`src/rtl/otbn_pkg.sv`:
```
// otbn_pkg
//   Shared constants and types for the OTBN random number generator
//   (otbn_urnd_gen / otbn_urnd_chunk).
//   - UrndChunkLfsrWidth / UrndChunkLfsrCoeff : per-chunk Galois LFSR shape
//   - RndCnstUrndLfsrSeedDefault               : 256-bit default reset seed
//   - RndCnstUrndChunkLfsrPermDefault          : default output bit permutation
//   - urnd_gen_state_e                         : reseed controller states
package otbn_pkg;

    localparam int unsigned UrndChunkLfsrWidth = 64;
    localparam int unsigned UrndPermIdxWidth   = 6;

    // Galois right-shift feedback for taps 64, 63, 61, 60.
    localparam logic [UrndChunkLfsrWidth-1:0] UrndChunkLfsrCoeff = 64'hD800000000000000;

    // Every 64-bit chunk of the default seed is non-zero, so the zero-chunk
    // replacement path always lands on a valid LFSR state.
    localparam logic [4*UrndChunkLfsrWidth-1:0] RndCnstUrndLfsrSeedDefault = {
        64'h27D4EB2F165667C5,
        64'h165667B19E3779F9,
        64'hC2B2AE3D27D4EB4F,
        64'h9E3779B97F4A7C15
    };

    // Output bit i of a chunk is taken from state bit (13*i + 7) mod 64.
    // 13 is odd, so this is a bijection on 0..63.
    function automatic logic [UrndChunkLfsrWidth*UrndPermIdxWidth-1:0] gen_default_perm();
        logic [UrndChunkLfsrWidth*UrndPermIdxWidth-1:0] perm;
        perm = '0;
        for (int unsigned i = 0; i < UrndChunkLfsrWidth; i++) begin
            perm[i*UrndPermIdxWidth +: UrndPermIdxWidth] =
                UrndPermIdxWidth'((13 * i + 7) % UrndChunkLfsrWidth);
        end
        return perm;
    endfunction

    localparam logic [UrndChunkLfsrWidth*UrndPermIdxWidth-1:0] RndCnstUrndChunkLfsrPermDefault =
        gen_default_perm();

    typedef enum logic [1:0] {
        UrndGenUnseeded,
        UrndGenIdle,
        UrndGenReq
    } urnd_gen_state_e;

endpackage

```
`src/rtl/otbn_urnd_chunk.sv`:
```
// otbn_urnd_chunk
//   One Galois LFSR chunk with parallel load, single step and a fixed output
//   bit permutation.
//   - clk_i, rst_i : clock, synchronous active-high reset (state <- Seed)
//   - load_i       : load load_data_i (takes priority over step_i)
//   - load_data_i  : value to load
//   - step_i       : s <= (s >> 1) ^ (s[0] ? Coeff : 0)
//   - state_o      : raw LFSR state
//   - rnd_o        : rnd_o[i] = state[Perm[i]]
module otbn_urnd_chunk
    import otbn_pkg::*;
#(
    parameter int unsigned                    Width = UrndChunkLfsrWidth,
    parameter logic [Width-1:0]               Coeff = UrndChunkLfsrCoeff,
    parameter logic [Width-1:0]               Seed  = RndCnstUrndLfsrSeedDefault[UrndChunkLfsrWidth-1:0],
    parameter logic [Width*$clog2(Width)-1:0] Perm  = RndCnstUrndChunkLfsrPermDefault
) (
    input  logic             clk_i,
    input  logic             rst_i,
    input  logic             load_i,
    input  logic [Width-1:0] load_data_i,
    input  logic             step_i,
    output logic [Width-1:0] state_o,
    output logic [Width-1:0] rnd_o
);

    localparam int unsigned IdxW = $clog2(Width);

    logic [Width-1:0] state_q;
    logic [Width-1:0] state_d;

    always_comb begin
        state_d = state_q;
        if (load_i) begin
            state_d = load_data_i;
        end else if (step_i) begin
            state_d = (state_q >> 1) ^ (state_q[0] ? Coeff : '0);
        end
    end

    always_ff @(posedge clk_i) begin
        if (rst_i) begin
            state_q <= Seed;
        end else begin
            state_q <= state_d;
        end
    end

    always_comb begin
        rnd_o = '0;
        for (int unsigned i = 0; i < Width; i++) begin
            rnd_o[i] = state_q[Perm[i*IdxW +: IdxW]];
        end
    end

    assign state_o = state_q;

endmodule

```
`src/rtl/otbn_urnd_gen.sv`:
```
// otbn_urnd_gen
//   NChunks independent LFSR chunks, reseeded word by word from an entropy
//   source and stepped on demand.
//   - clk_i, rst_i          : clock, synchronous active-high reset
//   - reseed_req_i          : request a full reseed (ignored while reseeding)
//   - reseed_ack_o          : one-cycle pulse after the last entropy word
//   - edn_req_o             : high while entropy words are wanted
//   - edn_ack_i, edn_data_i : one entropy word per acked cycle
//   - advance_i             : step every chunk once (ignored while reseeding)
//   - rnd_o                 : permuted state of all chunks
//   - rnd_valid_o           : state derives from a completed reseed
//   - zero_err_o            : one-cycle pulse when an all-zero chunk was replaced
module otbn_urnd_gen
    import otbn_pkg::*;
#(
    parameter int unsigned                             ChunkWidth = UrndChunkLfsrWidth,
    parameter int unsigned                             NChunks    = 4,
    parameter int unsigned                             EdnWidth   = 128,
    parameter logic [ChunkWidth*NChunks-1:0]           LfsrSeed   = RndCnstUrndLfsrSeedDefault,
    parameter logic [ChunkWidth*$clog2(ChunkWidth)-1:0] LfsrPerm  = RndCnstUrndChunkLfsrPermDefault
) (
    input  logic                          clk_i,
    input  logic                          rst_i,
    input  logic                          reseed_req_i,
    output logic                          reseed_ack_o,
    output logic                          edn_req_o,
    input  logic                          edn_ack_i,
    input  logic [EdnWidth-1:0]           edn_data_i,
    input  logic                          advance_i,
    output logic [ChunkWidth*NChunks-1:0] rnd_o,
    output logic                          rnd_valid_o,
    output logic                          zero_err_o
);

    localparam int unsigned W        = ChunkWidth * NChunks;
    localparam int unsigned NWords   = W / EdnWidth;
    localparam int unsigned CntW     = (NWords > 1) ? $clog2(NWords) : 1;
    localparam logic [CntW-1:0] LastWord = CntW'(NWords - 1);

    urnd_gen_state_e state_q, state_d;
    logic [CntW-1:0] cnt_q, cnt_d;
    logic            reseed_ack_q, reseed_ack_d;
    logic            zero_err_q, zero_err_d;

    logic [W-1:0]       state_all;
    logic [W-1:0]       assembled;
    logic [W-1:0]       load_data;
    logic [NChunks-1:0] chunk_zero;
    logic               word_ack;
    logic               final_ack;
    logic               step;
    int unsigned        word_base;

    // Each ack rewrites one word of the live state; the chunks are reloaded
    // with the whole merged vector so a word may straddle chunk boundaries.
    // On the final ack any chunk that would be all-zero (a stuck LFSR state)
    // falls back to its reset seed instead.
    always_comb begin
        word_ack  = (state_q == UrndGenReq) && edn_ack_i;
        final_ack = word_ack && (cnt_q == LastWord);
        step      = advance_i && (state_q != UrndGenReq);
        word_base = 32'(cnt_q) * EdnWidth;

        assembled = state_all;
        assembled[word_base +: EdnWidth] = edn_data_i;

        load_data  = assembled;
        chunk_zero = '0;
        for (int unsigned c = 0; c < NChunks; c++) begin
            chunk_zero[c] = (assembled[c*ChunkWidth +: ChunkWidth] == '0);
            if (final_ack && chunk_zero[c]) begin
                load_data[c*ChunkWidth +: ChunkWidth] = LfsrSeed[c*ChunkWidth +: ChunkWidth];
            end
        end
    end

    always_comb begin
        state_d      = state_q;
        cnt_d        = cnt_q;
        reseed_ack_d = 1'b0;
        zero_err_d   = 1'b0;
        unique case (state_q)
            UrndGenUnseeded, UrndGenIdle: begin
                if (reseed_req_i) begin
                    state_d = UrndGenReq;
                    cnt_d   = '0;
                end
            end
            UrndGenReq: begin
                if (word_ack) begin
                    cnt_d = cnt_q + 1'b1;
                    if (final_ack) begin
                        state_d      = UrndGenIdle;
                        cnt_d        = '0;
                        reseed_ack_d = 1'b1;
                        zero_err_d   = |chunk_zero;
                    end
                end
            end
            default: begin
                state_d = UrndGenUnseeded;
                cnt_d   = '0;
            end
        endcase
    end

    always_ff @(posedge clk_i) begin
        if (rst_i) begin
            state_q      <= UrndGenUnseeded;
            cnt_q        <= '0;
            reseed_ack_q <= 1'b0;
            zero_err_q   <= 1'b0;
        end else begin
            state_q      <= state_d;
            cnt_q        <= cnt_d;
            reseed_ack_q <= reseed_ack_d;
            zero_err_q   <= zero_err_d;
        end
    end

    for (genvar c = 0; c < NChunks; c++) begin : g_chunk
        otbn_urnd_chunk #(
            .Width (ChunkWidth),
            .Coeff (UrndChunkLfsrCoeff),
            .Seed  (LfsrSeed[c*ChunkWidth +: ChunkWidth]),
            .Perm  (LfsrPerm)
        ) u_chunk (
            .clk_i       (clk_i),
            .rst_i       (rst_i),
            .load_i      (word_ack),
            .load_data_i (load_data[c*ChunkWidth +: ChunkWidth]),
            .step_i      (step),
            .state_o     (state_all[c*ChunkWidth +: ChunkWidth]),
            .rnd_o       (rnd_o[c*ChunkWidth +: ChunkWidth])
        );
    end

    assign edn_req_o    = (state_q == UrndGenReq);
    assign rnd_valid_o  = (state_q == UrndGenIdle);
    assign reseed_ack_o = reseed_ack_q;
    assign zero_err_o   = zero_err_q;

endmodule
```
`config.mk`:
```
export PLATFORM = sky130hd
export DESIGN_NAME = otbn_urnd_gen
export DESIGN_NICKNAME = d
export VERILOG_FILES = /design/src/rtl/otbn_pkg.sv /design/src/rtl/otbn_urnd_chunk.sv /design/src/rtl/otbn_urnd_gen.sv
export SDC_FILE = /design/constraint.sdc
export NUM_CORES = 1
export LEC_CHECK = 0
export CORE_ASPECT_RATIO = 1.5
export CORE_MARGIN = 2
export CORE_UTILIZATION = 52
export DETAILED_ROUTE_END_ITERATION = 6
export GPL_TIMING_DRIVEN = 0
export PLACE_DENSITY = 0.81
export SLEW_MARGIN = 20
export SYNTH_ARGS = -nofsm -noshare
export SYNTH_HDL_FRONTEND = slang
export SYNTH_HIERARCHICAL = 1
export SYNTH_SLANG_ARGS = --single-unit
```
`constraint.sdc`:
```
create_clock -name clk_i -period 3.6 [get_ports clk_i]
set_input_delay 1.08 -clock clk_i [delete_from_list [all_inputs] [get_ports clk_i]]
set_output_delay 1.08 -clock clk_i [all_outputs]
set_load 0.05 [all_outputs]
```
==> results.tsv, run 1 <==
stage	metric	value	unit
outcome	status	finished, violations left	
outcome	violations	design-rule violations	
setup_path	path_max_fanout	10	
pwr	combinationalPowerShare	0.367	
clocking	ctsRootBufferMaster	clkbuf_16	
placement	portBuffers	392	
pwr	p_clk_frac	0.286	
layout	fin_cells	3004	
layout	layout_common_cells	392 x clkdlybuf4s50_1, 384 x mux2i_1, 283 x buf_4	
floorplan	initial_core_util	0.526	
layout	layout-drive-gt1-share	0.212	
setup_path	r2r_end	g_chunk[1].u_chunk/state_o[62]	
grt	grt_pass1_vias	19000	
placement	pre_cts_ws	-564	ps
synth	synth_fp_nets	2220	
floorplan	die_area	0.0377	sq mm
setup_path	r2r-start	cnt_q	
synth	synth_top_family_by_area	multiplexers	
setup_path	worstPathArrival	4060	ps
clocking	cts_buffer_depth	3	
floorplan	rows	85	
worst_hold_path	min_path_type	reg -> reg	
pwr	switching_power	0.00385	W
timing	finalCritPeriodShare	0.990	
job	drv_cap	0	
grt	grt_pass1_wl	123	mm
floorplan	core_area	0.0357	sq mm
setup_path	end_kind	register	
setup_path	slowest_stage	clkdlybuf4s50_1	
setup_path	startpoint	edn_data_i[67]	
grt	grt_max_degree	25	
synth	synth-main-ff-cell	dfxtp_1	
layout	layout-area-overhead-vs-synth	28.7	%
synth	netlist_top_cells_area	dfxtp_1 28%, mux2i_1 20%, buf_4 11%, mux2_2 6.5%, nor3b_1 5.9%	
timing	worst_clock_skew	12.0	ps
pwr	p_seq_frac	0.347	
timing	setup_viol	0	
clocking	clkTransAtPathRegs	60	ps
clocking	ctsHtreeMaxLevel	1	
synth	async_flop_share	0	
synth	synth_fa_ha_area_frac	0	
synth	ys_seq_area_frac	0.278	
pwr	totalPowerFinal	0.0101	W
floorplan	die_w	159	microns
pwr	vdd_drop_max	0.344	mV
clocking	cts_tree	built	
synth	yosysWarnings	6	
drt	via_count	18800	
synth	synth_xor_area_frac	0.00606	
timing	fmaxAchievable	281	MHz
setup_path	cp_cell_sequence	clkdlybuf4s50_1 -> mux2_2 -> nor4_1 -> nor4b_2 -> o2111ai_1 -> or2_1 -> buf_2 -> buf_6 -> nand2_1 -> nor3b_1 -> a21oi_1	
pwr	p_int	0.00627	W
worst_hold_path	hold_depth	2	
drt	finalWirelength	86.4	mm
setup_path	reg2reg_depth	10	
pwr	p_leak	9.28	nW
timing	worst_slack	37.1	ps
drt	drc	1	
synth	synthMuxAreaShare	0.270	
setup_path	path_class	in -> reg	
placement	place.detailed.hpwl	66.6	mm
clocking	worst_skew_pair.late_latency	560	ps
clocking	clock_sinks	261	
synth	postSynthCellCount	2087	
grt	overflow	0	
setup_path	r2r_setup_slack	160	ps
grt	grtUsageTotal	0.436	
drt	dr.pass1.iters	7	
setup_path	crit_required	4100	ps
synth	ys_types	58	
timing	hold_viol_final	0	
pwr	swShare	0.381	
setup_path	crit_path_start_kind	primary input	
layout	final_common_cell	clkdlybuf4s50_1	
timing	drv_slew	0	
floorplan	io_pins	393	
synth	synth_top_area_share	0.278	
setup_path	slowest_delay	630	ps
setup_path	crit_cells	11	
synth	yosysTopAreaCell	dfxtp_1	
synth	synthSimpleGateAreaFrac	0.191	
floorplan	die_h	237	microns
synth	ys_ff_latch	261	
drt	ant_nets	0	
setup_path	cp_top_family	simple AND/OR/NAND/NOR gates	
timing	slew-limit-headroom	0.288	
placement	placedCellCount	2957	
pwr	power_density	418	mW/mm^2
layout	final_nets	2641	
grt	antenna_found_initial	4	
clocking	postCtsSetupBuffers	0	
timing	hold_ws	574	ps
synth	synth_compound_area_frac	0.0982	
timing	fin_crit	3560	ps
drt	via_per_inst	6.27	
timing	rsz0062_at_grt	false	
synth	synth_edf_count	0	
setup_path	path_buf_inv	3	
drt	drtIter0Drc	1759	
placement	routabilityCongestion	1.06	
setup_path	cp-endpoint	g_chunk[3].u_chunk/state_o[13]	
drt	detail_route.wl_per_cell	28.8	microns
timing	tightest_slew	1070	ps
clocking	cts_buffers	27	
synth	syn_area	0.0188	sq mm
synth	synth.avg_cell_area	9.00	sq um
==> layer usage <==
layer,GRT usage,wire [microns]
met2,0.721,39400
met5,0,27
met3,0.0970,8210
met1,0.468,29400
met4,0.385,9420
==> power groups by stage <==
stage	clock [W]	combinational [W]	sequential, W
after floorplan	0	0.00154	0.00432
after global placement	0	0.00359	0.00355
after CTS	0.00290	0.00365	0.00349
after detailed placement	0	0.00363	0.00355
final	0.00289	0.00371	0.00351
after global routing	0.00299	0.00383	0.00353
==> how the worst min path moves through the flow <==
| stage | startpoint | end | slack [ps] |
|---|---|---|---|
| after floorplan | state_q[1] | state_q[1] | 530 |
| after global placement | state_q[1] | state_q[1] | 540 |
| after detailed placement | g_chunk[2].u_chunk/state_o[4] | g_chunk[2].u_chunk/state_o[4] | 570 |
| after CTS | g_chunk[2].u_chunk/state_o[40] | g_chunk[2].u_chunk/state_o[40] | 580 |
| after global routing | g_chunk[2].u_chunk/state_o[40] | g_chunk[2].u_chunk/state_o[40] | 600 |
| final | g_chunk[2].u_chunk/state_o[40] | g_chunk[2].u_chunk/state_o[40] | 570 |
==> tightest hold or removal path: stages (launching register included) <==
cell and delay, ps:
dfxtp_1 330, mux2i_1 120, a21oi_1 80
==> cell families (layout without fill, tap and decap cells) <==
logic type	count (synthesis)	after routing
simple gates	608	608
mux	493	493
flops	261	261
buf+inv	422	860
other cells	0	1
compound gates	290	290
xor+xnor	13	13
==> what timing repair did <==
item,4_1_cts,5_1_grt
hold buffers,0,0
resized for setup,0,2
endpoints found under the setup margin,0,55
==> cell usage after synthesis, drive strengths merged (6+ instances only) <==
| cell type | instances |
|---|---|
| dfxtp | 261 |
| nor2b | 115 |
| nor4 | 65 |
| nor2 | 38 |
| xnor2 | 9 |
| nor3b | 148 |
| o21ai | 10 |
| or4b | 9 |
| a211oi | 105 |
| nand3 | 7 |
| nand4 | 16 |
| inv | 6 |
| clkbuf | 46 |
| mux2 | 109 |
| nand2 | 147 |
| mux2i | 384 |
| a22oi | 6 |
| or4 | 10 |
| a21oi | 145 |
| buf | 370 |
| o211ai | 6 |
| nor3 | 26 |
| nor4b | 7 |
==> registers in the layout, indices dropped and copies added, names as in the netlist <==
name	count
cnt_q	1
g_chunk.u_chunk/state_o	256
reseed_ack_o	1
state_q	2
zero_err_o	1
==> area by class of cell <==
type,count,area [sq um]
Antenna cell,1,2.50
Buffer,416,2920
Clock buffer,36,749
Clock inverter,10,108
Fill cell,2941,11500
Inverter,6,22.5
Multi-Input combinational cell,1404,10600
Sequential cell,261,5230
Tap cell,478,598
Timing Repair Buffer,392,3920
==> per-stage QoR <==
stage	util	cell area, sq um	TNS [ps]
2_1_floorplan	-	18800	0
3_3_place_gp	0.652	23300	-52190
3_5_place_dp	0.652	23300	-46000
4_1_cts	0.676	24200	0
5_1_grt	0.677	24200	0
6_report	0.677	24200	0
No activity file was read; power rests on OpenSTA's default activity.
==> inputs of run 2 (changes only) <==
Settings changed: CORE_ASPECT_RATIO 1.5 to not set, SLEW_MARGIN 20 to 30.
==> results.tsv, run 2 (synthesis gave the netlist of run 1 again) <==
stage	metric	value	unit
outcome	status	finished, violations left	
outcome	violations	negative setup slack	
clocking	ctsHtreeMaxLevel	2	
timing	setup_viol	1	
floorplan	die_area	0.0377	sq mm
layout	fill_cells	2857	
worst_hold_path	min_path_type	reg -> reg	
timing	worst_clock_skew	11.2	ps
setup_path	reg2reg_depth	10	
grt	overflow	0	
clocking	cts_buffers	34	
placement	portBuffers	392	
grt	grt_pass1_vias	18200	
timing	tightest_slew	1060	ps
setup_path	slowest_delay	660	ps
layout	utilization	0.688	
setup_path	path_buf_inv	3	
drt	dr.pass1.iters	5	
layout	layout-area-overhead-vs-synth	30.3	%
timing	worst_slack	-16.7	ps
layout	largest_register_ffs	256	
floorplan	io_pins	393	
drt	ant_nets	0	
clocking	clock_sinks	261	
timing	fin_crit	3620	ps
grt	grtUsageTotal	0.418	
setup_path	cp_cell_sequence	clkdlybuf4s50_1 -> nor4_1 -> a22oi_1 -> nor4b_1 -> o2111ai_1 -> or2_1 -> buf_2 -> buf_6 -> nand2_1 -> nor3b_1 -> a21oi_1	
layout	final_nets	2648	
floorplan	die_w	194	microns
drt	detail_route.wl_per_cell	27.4	microns
floorplan	initial_core_util	0.528	
pwr	power_density	441	mW/mm^2
drt	drc	0	
clocking	postCtsSetupBuffers	0	
timing	rsz0062_at_grt	false	
drt	finalWirelength	82.4	mm
timing	hold_viol_final	0	
pwr	p_leak	9.43	nW
drt	drtIter0Drc	1842	
pwr	vdd_drop_max	0.379	mV
timing	drv_slew	0	
setup_path	end_kind	register	
setup_path	worstPathArrival	4060	ps
timing	slew-limit-headroom	0.291	
drt	via_per_inst	6.23	
setup_path	crit_path_start_kind	primary input	
timing	tns	-16.7	ps
placement	dpl_cell_area	0.0233	sq mm
clocking	worst_skew_pair.late_latency	530	ps
setup_path	path_max_fanout	10	
job	drv_cap	0	
layout	multi_input_area	0.0106	sq mm
placement	place.detailed.hpwl	63.2	mm
setup_path	crit_required	4050	ps
placement	routabilityCongestion	1.02	
setup_path	r2r_setup_slack	160	ps
timing	finalCritPeriodShare	1.00	
grt	grt_max_degree	25	
layout	finalInstanceArea	0.0245	sq mm
layout	layout-drive-gt1-share	0.215	
setup_path	r2r_end	g_chunk[1].u_chunk/state_o[62]	
layout	regArea	0.00523	sq mm
worst_hold_path	hold-path-endpoint	g_chunk[0].u_chunk/state_o[37]	
floorplan	core_area	0.0356	sq mm
setup_path	r2r-start	cnt_q	
grt	antenna_found_initial	2	
clocking	cts_buffer_depth	3	
setup_path	slowest_stage	clkdlybuf4s50_1	
floorplan	die_h	194	microns
timing	hold_ws	579	ps
worst_hold_path	hold_start	g_chunk[0].u_chunk/state_o[37]	
layout	final_common_cell	clkdlybuf4s50_1	
layout	layout_common_cells	390 x clkdlybuf4s50_1, 384 x mux2i_1, 283 x buf_4	
grt	grt_pass1_wl	119	mm
timing	fmaxAchievable	276	MHz
floorplan	rows	69	
clocking	clkTransAtPathRegs	60	ps
clocking	ctsRootBufferMaster	clkbuf_16	
setup_path	path_class	in -> reg	
setup_path	cp_top_family	simple AND/OR/NAND/NOR gates	
worst_hold_path	hold_depth	2	
clocking	cts_tree	built	
drt	via_count	18700	
[run 2: changes by cell type in the layout (fill, tap and decap cells not counted), moves of 2 or more]
cell,change
clkinv_2,-3
clkinv_4,-2
clkbuf_16,+10
clkbuf_8,+4
clkbuf_1,+3
clkdlybuf4s50_1,-2
[run 2: worst max-delay path by stage]
stage / startpoint / endpoint / slack [ps] / depth (start not counted)
final: edn_data_i[112] / g_chunk[3].u_chunk/state_o[54] / -20 / 11
after global routing: edn_data_i[20] / g_chunk[0].u_chunk/state_o[60] / 30 / 11
after global placement: edn_data_i[20] / g_chunk[0].u_chunk/state_o[60] / -540 / 11
after CTS: edn_data_i[20] / g_chunk[0].u_chunk/state_o[59] / 120 / 11
after detailed placement: edn_data_i[20] / g_chunk[0].u_chunk/state_o[59] / -570 / 11
after floorplan: edn_data_i[109] / g_chunk[1].u_chunk/state_o[62] / 760 / 9
[run 2: per-layer routing]
layer	routed length, microns	up-vias	global-route usage
met1	31200	8892	0.513
met5	0	-	0
met3	8840	348	0.101
li1	-	8177	-
met2	35500	1272	0.647
met4	6810	0	0.285
[run 2: per-stage QoR]
stage,std cells,total power (W),setup WS (ps)
after floorplan,2087,0.00586,756
after global placement,2940,0.00712,-539
after detailed placement,2940,0.00716,-571
after CTS,3000,0.0107,116
after global routing,3000,0.0111,25.7
final,3002,0.0108,-16.7
[run 2: final cells by class]
class,instances,share of cell area
Clock buffer,53,0.0435
Sequential cell,261,0.213
Antenna cell,2,0.000204
Inverter,6,0.000920
Multi-Input combinational cell,1404,0.435
Buffer,416,0.119
Tap cell,461,0.0236
Clock inverter,7,0.00460
Timing Repair Buffer,392,0.160
[run 2: repair_timing]
| item | 4_1_cts | 5_1_grt |
|---|---|---|
| endpoints found under the hold margin | 0 | 0 |
| setup endpoints to repair | 3 | 3 |
| gates resized for setup | 1 | 2 |
| hold buffers | 0 | 0 |
[run 2: worst min-delay path, delay by kind of cell (launching register included)]
family          cells  cell delay [ps]
compound gates      1               70
flops               1              330
mux                 1              120
[run 2: report_power, final]
| part | internal, W | switching, W | leakage, nW |
|---|---|---|---|
| clock | 0.00225 | 0.00136 | 0.577 |
| sequential | 0.00315 | 0.000367 | 2.15 |
| combinational | 0.00152 | 0.00216 | 6.70 |
==> inputs of run 3 (changes only) <==
Settings changed: CORE_MARGIN 2 to 1.5, CTS_CLUSTER_SIZE set to 28.
==> results.tsv, run 3 (synthesis gave the netlist of run 1 again) <==
stage	metric	value	unit
timing	worst_clock_skew	11.1	ps
setup_path	cp_cell_sequence	clkdlybuf4s50_1 -> mux2_2 -> nor4_1 -> nand4_1 -> a211oi_1 -> nand4_1 -> buf_2 -> buf_6 -> nand2_1 -> nor3b_1 -> a211oi_1	
floorplan	io_pins	393	
floorplan	rows	69	
drt	drc	0	
clocking	cts_hold_buf	0	
placement	pre_cts_ws	-473	ps
grt	grt_max_degree	25	
drt	ant_nets	0	
layout	layout-drive-gt1-share	0.214	
job	drv_cap	0	
timing	hold_viol_final	0	
timing	tightest_slew	1060	ps
setup_path	r2r_setup_slack	90	ps
timing	finalCritPeriodShare	1.00	
pwr	p_leak	9.36	nW
pwr	vdd_drop_max	0.406	mV
layout	layout_common_cells	391 x clkdlybuf4s50_1, 384 x mux2i_1, 283 x buf_4	
drt	finalWirelength	82.8	mm
drt	via_per_inst	6.22	
drt	detail_route.wl_per_cell	27.7	microns
timing	rsz0062_at_grt	false	
placement	portBuffers	392	
timing	fmaxAchievable	278	MHz
clocking	worst_skew_pair.late_latency	580	ps
clocking	postCtsSetupBuffers	0	
grt	overflow	0	
clocking	clock_sinks	261	
setup_path	end_kind	register	
setup_path	slowest_stage	nor4_1	
timing	slew-limit-headroom	0.292	
layout	final_nets	2644	
placement	place.detailed.hpwl	63.7	mm
layout	finalInstanceArea	0.0243	sq mm
floorplan	die_area	0.0373	sq mm
clocking	cts_buffer_depth	3	
layout	layout-area-overhead-vs-synth	29.5	%
placement	routabilityCongestion	1.02	
setup_path	slowest_delay	600	ps
grt	grtUsageTotal	0.427	
outcome	status	finished, violations left	
clocking	cts_tree	built	
setup_path	crit_path_start_kind	primary input	
drt	dr.pass1.iters	6	
floorplan	die_w	193	microns
clocking	cts_buffers	30	
clocking	ctsRootBufferMaster	clkbuf_16	
grt	grt_pass1_vias	17800	
setup_path	path_class	in -> reg	
floorplan	die_h	193	microns
drt	drtIter0Drc	1933	
floorplan	initial_core_util	0.528	
timing	worst_slack	-1.85	ps
outcome	violations	negative setup slack	
layout	final_common_cell	clkdlybuf4s50_1	
setup_path	worstPathArrival	4090	ps
layout	utilization	0.684	
layout	fill_cells	2917	
layout	largest_register_ffs	256	
timing	tns	-1.85	ps
setup_path	crit_required	4080	ps
drt	via_count	18600	
timing	setup_viol	1	
setup_path	cp_top_family	simple AND/OR/NAND/NOR gates	
grt	antenna_found_initial	2	
setup_path	path_buf_inv	3	
placement	dpl_cell_area	0.0233	sq mm
clocking	ctsHtreeMaxLevel	1	
pwr	power_density	433	mW/mm^2
timing	fin_crit	3600	ps
grt	grt_pass1_wl	117	mm
timing	drv_slew	0	
floorplan	core_area	0.0356	sq mm
worst_hold_path	min_path_type	reg -> reg	
clocking	clkTransAtPathRegs	60	ps
setup_path	path_max_fanout	10	
[run 3: cell count changes in the layout (fill, tap and decap cells not counted), sizes merged]
cell           previous run  this run
clkbuf                   99        91
bufinv                    3         4
clkdlybuf4s50           390       391
clkinv                    3         4
diode                     2         1
dlymetal6s2s              1         0
clkinvlp                  1         0
[run 3: final timing paths]
check,from,to,cells past startpoint
max,edn_data_i[20],g_chunk[0].u_chunk/state_o[60],11
min,g_chunk[3].u_chunk/state_o[6],g_chunk[3].u_chunk/state_o[6],2
max reg2reg,cnt_q,g_chunk[1].u_chunk/state_o[62],10
min reg2reg,g_chunk[3].u_chunk/state_o[6],g_chunk[3].u_chunk/state_o[6],2
[run 3: routing by layer]
layer,track usage,wire (microns),vias to the layer above
met2,0.685,37000,1241
met5,0,28,-
met3,0.0939,9030,311
met1,0.524,30900,8910
met4,0.257,5840,4
li1,-,-,8167
[run 3: where the power goes]
part	internal [W]	leakage, nW	total (W)	switching (W)
sequential	0.00315	2.15	0.00352	0.000365
clock	0.00199	0.513	0.00333	0.00134
combinational	0.00152	6.70	0.00368	0.00216
[run 3: area by class of cell]
type,instances,area (sq um),share of cell area
inverter,6,22.5,0.000925
tap,461,577,0.0237
sequential,261,5230,0.215
buffer,416,2920,0.120
antenna,1,2.50,0.000103
timing repair buffer,392,3920,0.161
multi-input combinational,1404,10600,0.437
clock buffer,45,898,0.0369
clock inverter,8,140,0.00576
[run 3: worst min-delay path, cell delays in order (launching register included)]
cell and delay (ps):
dfxtp_1 330, mux2i_1 120, a21oi_1 70
[run 3: stage by stage]
step | cells | power (W) | hold WS (ps)
4_1_cts | 2993 | 0.0104 | 580
3_5_place_dp | 2940 | 0.00716 | 570
2_1_floorplan | 2087 | 0.00586 | 525
6_report | 2994 | 0.0105 | 579
5_1_grt | 2993 | 0.0108 | 602
3_3_place_gp | 2940 | 0.00712 | 538
[run 3: timing repair]
item	in CTS	in global routing
resized for setup	0	2
endpoints found under the hold margin	0	0
setup endpoints to repair	0	31
